`config.mk`:
```
export PLATFORM = sky130hd
export DESIGN_NAME = conf_regs
export DESIGN_NICKNAME = d
export VERILOG_FILES = /design/src/rtl/conf_regs.sv
export SDC_FILE = /design/constraint.sdc
export NUM_CORES = 1
export LEC_CHECK = 0
export BUFFER_PORTS_ARGS = -buffer_cell sky130_fd_sc_hd__buf_2
export CAP_MARGIN = 20
export CORE_AREA = 5 5 153 97
export CTS_CLUSTER_SIZE = 30
export DETAILED_ROUTE_END_ITERATION = 8
export DIE_AREA = 0 0 158 102
export HOLD_SLACK_MARGIN = 0.05
export PLACE_DENSITY = 0.7
export SETUP_SLACK_MARGIN = 0.1
export SYNTH_ARGS = -nofsm -noshare
export SYNTH_HDL_FRONTEND = slang
export SYNTH_SLANG_ARGS = --single-unit
```
`constraint.sdc`:
```
create_clock -name clk -period 4.2 [get_ports clk]
set_input_delay 0.42 -clock clk [delete_from_list [all_inputs] [get_ports clk]]
set_output_delay 0.42 -clock clk [all_outputs]
set_load 0.05 [all_outputs]
```
`src/rtl/conf_regs.sv`:
```
// Configuration register block: scratch, LED, synchronized switches, free-running counter.
// Optional compare timer (TIMER_CMP / TIMER_CTRL / timer_irq) is built only when CONF_TIMER_EN is defined.
`ifndef XLEN
`define XLEN 32
`endif

module conf_regs #(
   parameter int ADDR_BITS = 16
) (
   input  logic             clk,
   input  logic             reset,
   input  logic             conf_en,
   input  logic [3:0]       conf_wen,
   input  logic [`XLEN-1:0] conf_addr,
   input  logic [`XLEN-1:0] conf_wdata,
   output logic [`XLEN-1:0] conf_rdata,
   input  logic [15:0]      switch_in,
   output logic [15:0]      led_out,
   output logic             timer_irq
);
   localparam logic [ADDR_BITS-1:0] OFF_SCRATCH = ADDR_BITS'(8'h00);
   localparam logic [ADDR_BITS-1:0] OFF_LED     = ADDR_BITS'(8'h04);
   localparam logic [ADDR_BITS-1:0] OFF_SWITCH  = ADDR_BITS'(8'h08);
   localparam logic [ADDR_BITS-1:0] OFF_COUNTER = ADDR_BITS'(8'h0C);
`ifdef CONF_TIMER_EN
   localparam logic [ADDR_BITS-1:0] OFF_TCMP    = ADDR_BITS'(8'h10);
   localparam logic [ADDR_BITS-1:0] OFF_TCTRL   = ADDR_BITS'(8'h14);

   logic [31:0] timer_cmp;
   logic        timer_en;
   logic        timer_pend;
   logic        timer_hit;
   logic        timer_clr;
`endif

   logic [ADDR_BITS-1:0] offset;
   logic                 wr;
   logic                 rd;
   logic [31:0]          wdata;
   logic [31:0]          rd_val;
   logic [31:0]          scratch;
   logic [31:0]          counter;
   logic [15:0]          led;
   logic [15:0]          sw_meta;
   logic [15:0]          sw_sync;
   logic                 unused_addr;

   // Upper address bits belong to the bridge's base decode; [1:0] are byte offsets within a word.
   assign offset      = {conf_addr[ADDR_BITS-1:2], 2'b00};
   assign unused_addr = ^{conf_addr[`XLEN-1:ADDR_BITS], conf_addr[1:0]};
   assign wr          = conf_en && (conf_wen != 4'b0000);
   assign rd          = conf_en && (conf_wen == 4'b0000);
   assign wdata       = conf_wdata[31:0];
   assign led_out     = led;

   function automatic logic [31:0] merge(input logic [31:0] old_val, input logic [31:0] new_val,
                                         input logic [3:0] be);
      for (int i = 0; i < 4; i++)
         merge[8*i +: 8] = be[i] ? new_val[8*i +: 8] : old_val[8*i +: 8];
   endfunction

   always_comb begin
      // NOTE: default first so every path assigns rd_val; otherwise a latch is inferred.
      rd_val = 32'h0;
      case (offset)
         OFF_SCRATCH: rd_val = scratch;
         OFF_LED:     rd_val = {16'h0, led};
         OFF_SWITCH:  rd_val = {16'h0, sw_sync};
         OFF_COUNTER: rd_val = counter;
`ifdef CONF_TIMER_EN
         OFF_TCMP:    rd_val = timer_cmp;
         OFF_TCTRL:   rd_val = {30'h0, timer_pend, timer_en};
`endif
         default:     rd_val = 32'h0;
      endcase
   end

   always_ff @(posedge clk) begin
      // NOTE: non-blocking assignments so every register samples pre-edge values.
      if (reset) begin
         scratch    <= 32'h0;
         led        <= 16'h0;
         counter    <= 32'h0;
         sw_meta    <= 16'h0;
         sw_sync    <= 16'h0;
         conf_rdata <= '0;
      end else begin
         counter <= counter + 32'd1;
         sw_meta <= switch_in;
         sw_sync <= sw_meta;
         if (wr && offset == OFF_SCRATCH)
            scratch <= merge(scratch, wdata, conf_wen);
         if (wr && offset == OFF_LED) begin
            if (conf_wen[0]) led[7:0]  <= wdata[7:0];
            if (conf_wen[1]) led[15:8] <= wdata[15:8];
         end
         if (rd)
            conf_rdata <= `XLEN'(rd_val);
      end
   end

`ifdef CONF_TIMER_EN
   // Compare uses the current (pre-write) TIMER_CMP; a set in the same cycle beats a W1C clear.
   assign timer_hit = timer_en && (counter == timer_cmp);
   assign timer_clr = wr && (offset == OFF_TCTRL) && conf_wen[0] && wdata[1];
   assign timer_irq = timer_pend;

   always_ff @(posedge clk) begin
      if (reset) begin
         timer_cmp  <= 32'h0;
         timer_en   <= 1'b0;
         timer_pend <= 1'b0;
      end else begin
         if (wr && offset == OFF_TCMP)
            timer_cmp <= merge(timer_cmp, wdata, conf_wen);
         if (wr && offset == OFF_TCTRL && conf_wen[0])
            timer_en <= wdata[0];
         if (timer_hit)
            timer_pend <= 1'b1;
         else if (timer_clr)
            timer_pend <= 1'b0;
      end
   end
`else
   assign timer_irq = 1'b0;
`endif

endmodule

```
# --- Word-level counts from Yosys, hierarchy flattened ---
# Index checks and enable logic that the tools add are counted.
classes:
  n_addsub: 1
  bitwise_logic: 0
  n_eq_ne: 3
  n_reduce_logical: 13
  n_lt_le_gt_ge: 0
  mux: 1
  div_mod_pow: 0
  n_shift: 0
  multipliers: 0
ops:
  columns: ["cell", "count"]
  rows:
  - ["$pmux 32 s4", 1]
  - ["$add 32x1->32 const B", 1]
  - ["$eq 14x2->1 const B", 2]
  - ["$logic_not 16->1", 1]
  - ["$eq 14x1->1 const B", 1]
  - ["$reduce_and 2->1", 6]
  - ["$logic_and 1x1->1", 4]
  - ["$logic_not 4->1", 1]
  - ["$reduce_bool 4->1", 1]
totals:
  out_inout_bits: 49
  ramBits: 0
  ff_bits: 144
  mem_bits_ro: 0
  latchBits: 0
  n_memories: 0

# --- Longest topological paths before layout ---
logic_depth:
  ltp_word: 4
  mapped_depth: 7
  depth_no_buf: 5

# --- Least setup slack after synthesis ---
# Ideal clock, no wire load.
synth_path:
  path_kind: "reg-to-reg"
  startpoint: "register counter[0]"
  endpoint: "register counter[22]"
  path_stages_with_launch: 7
  n_path_buf: 1
  arrival_ps: 1833
  required_ps: 4130
  slack_ps: 2297
  setup_ps: 70
  path_cell_list: "dfxtp_1 > ha_1 > nand2_1 > or3_1 > buf_2 > or4_1 > a21oi_1"
synth_via:
  elab_chain_len: 1
synth_rtl:
  columns: ["item", "line_no", "source"]
  rows:
  - ["from (decl)", "42", "logic [31:0] counter;"]
  - ["from (signal assigned)", "88", "counter <= counter + 32'd1;"]
  - ["$add 32x1->32", "88", null]
# No other way between the ends.
# A chain may end at the register's enable or synchronous reset.

# --- Worst setup path after layout ---
layout_path:
  startpoint: "input port conf_addr[7]"
  endpoint: "register conf_rdata[21]"
layout_via:
  elab_chain_len: 2
  elab_cells_between_ends: 5
  cone_classes: "eq/ne: 3; mux: 1; reduce/logical: 1"
layout_rtl:
  columns: ["item", "line_no", "source"]
  rows:
  - ["from (decl)", "14", "input logic [`XLEN-1:0] conf_addr,"]
  - ["$eq 14x2->1, or another cell as far along", "65", "case (offset)"]
  - ["$pmux 32 s4 *", "65", null]
  - ["to (signal assigned)", "98", "conf_rdata <= `XLEN'(rd_val);"]
  - ["to (decl)", "16", "output logic [`XLEN-1:0] conf_rdata,"]
# Mark *: on every way between the ends. The rest lies on a longest branch, timed or not.

==> metrics.txt <==
Hold Crit Class=input pin to register; Remaining DRCs=0; pwr dens=427.3 mW/mm^2; # Post-CTS Setup Buffers=0; DIE WIDTH=158 um; Tot Pwr=3.002 mW; family with the most delay on the worst path=simple AND/OR/NAND/NOR gates; Clock Path Buffers=2; CTS buffer count=17; Placed Instance Area=0.006425 mm^2; final instance area=0.007024 mm^2; Synth top cells by count=dfxtp_1, o21ai_0, a21oi_1; Initial DRC Count=496; Post-CTS Hold Fix Bufs=0; DIE AREA=0.01612 mm^2; slowest CP cell=and4_1; ys async rst share=0%; Critical Path Sink Type=register; Seq cells post-synth=144; cell row count=33; Syn Area/Cell=9.586 um^2; worst vdd ir=0.2218 mV; sequence of cells on the critical path=buf_2 -> nor4_1 -> and4_1 -> nand3b_1 -> o21ai_0; core area=0.01325 mm^2; CP bufs+invs=1; vias in the first global route=4,937; Max Fclk=432.8 MHz; Hold Slack=0.2149 ns; clock sinks=144; Synth area leader=dfxtp_1; number of synthesized flops with an enable pin=0; worst hold path cell count=2; Post-DP HPWL=12.09 mm; Primary FF master, synth=dfxtp_1; Final setup violation count=0; dpl ws=1.438 ns; critical path depth=5; top-count cell post-synth=dfxtp_1; Final Hold Fails=0; Seq/Total Area, Yosys=49.62%; Post-Layout Cell Count=882; Max Cap Viol=0; Clock Latency Late Sink=0.41 ns; crit path launch type=input pin; crit path DAT=2.63 ns; Mapped Area=0.005809 mm^2; IO Port Bufs=116; worst slew pin tran=0.9595 ns; first-pass GRT wire length=26.32 mm; largest net degree at the start of global routing=64; Gate Count Post-Synth=606; DR vias/cell=5.943; fin crit period=2.311 ns; Setup TNS=0 ns; placed insts=849; Util after Layout=53.00%; Static Leak=2.561 nW; unique cell type count in the Yosys netlist=37; Ys Warns=0; initial antenna violation count=0; H-tree Lvls=4; DRT antenna net count=0; synthesized net count=694; clock-pin transition on the worst setup and hold timing paths=0.06 ns; post_cts resized=0; Clock Skew=0.008926 ns; total grt overflow=0; Synth area leaders=dfxtp_1, o21ai_0, a21oi_1; Ports=136; status=finished, final reports clean; crit-path max cell delay=0.74 ns; die height=102 um; crit path kind=input pin to register; starting density of the core=43.83%; Tot GR Track Use=20.82%; Ant. Diodes=0; Data required, critical path=4.52 ns; period utilization=55.02%; Final Wtd Congestion=0.8767; CTS tree=yes; Slew Limit Headroom=35.96%; Clk Tree Root Cell=clkbuf_16; top-area cell type share of the netlist area=49.62%; Setup WS post-layout=1.889 ns; final slew viol count=0; RSZ-0062 raised after global routing=false; Pre-antenna DRT Iters=5; final net count=782; P&R area growth vs syn=20.91%; total number of vias=5,242; Reg2Reg Depth=4; share of cells above drive strength 1=25.04%; final WL=16.79 mm; wire length per cell=19.04 um; worst-path maximum fanout=18
==> worst paths after layout <==
kind | from | endpoint | slack, ns
setup reg to reg | counter[15]$_SDFF_PP0_ | counter[31]$_SDFF_PP0_ | 1.96
hold reg to reg | sw_meta[3]$_SDFF_PP0_ | sw_sync[3]$_SDFF_PP0_ | 0.43
setup / recovery | conf_addr[7] | conf_rdata[21]$_SDFFE_PP0P_ | 1.89
hold / removal | switch_in[5] | sw_meta[5]$_SDFF_PP0_ | 0.21
==> power breakdown <==
group | switching, mW | internal, mW | total (mW)
clock | 0.626 | 0.852 | 1.48
combinational | 0.0840 | 0.0472 | 0.131
sequential | 0.00951 | 1.38 | 1.39
==> worst reg2reg max path, stage by stage, from the launching register on <==
cell and delay (ns):
dfxtp_1 0.43, and3_1 0.27, nand4_1 0.58, or4_1 0.72
a21oi_1 0.16
==> layout by cell type, fill, tap and decap left out, drive strengths merged, types with 4 or more instances in the layout <==
master | Yosys | final
o21ai | 71 | 71
nand3 | 12 | 12
dfxtp | 144 | 144
nand3b | 4 | 4
inv | 8 | 13
clkbuf | 42 | 18
mux4 | 16 | 16
nor4 | 5 | 5
a22o | 16 | 16
nand2 | 24 | 24
a21oi | 69 | 69
or3 | 9 | 9
o31ai | 13 | 13
nor2 | 13 | 13
clkinv | 0 | 5
nand4 | 56 | 56
buf | 11 | 123
a22oi | 16 | 16
nor2b | 34 | 34
or4 | 16 | 16
xnor2 | 8 | 8
==> sequential cells by signal, indices dropped and copies added (netlist names) <==
register    count
conf_rdata     32
scratch        32
sw_sync        16
counter        32
led_out        16
sw_meta        16
==> layer usage <==
metal	wire length (um)	share of wire [%]	GRT usage, %
met2	7064	42	29.56
met3	2047	12	6.602
met4	138	0.82	5.963
met1	7541	45	30.48
met5	0	0	0
==> area by class of cell <==
class	count	area [um^2]
Clock inverter	14	152.6
Tap cell	175	219.0
Sequential cell	144	2883
Clock buffer	18	439.2
Multi-Input combinational cell	400	2665
Inverter	8	30.03
Timing Repair Buffer	123	635.6
Fill cell	1167	6230
==> kinds of logic after synthesis <==
| kind of cell | share of synthesized area (%) |
|---|---|
| fa+ha+maj | 0.2153 |
| flops | 49.62 |
| buf+inv | 4.609 |
| mux | 6.268 |
| compound gates | 18.22 |
| xor+xnor | 1.508 |
| simple gates | 19.49 |
| other cells | 0.06455 |
Power figures use the tool's default switching activity.
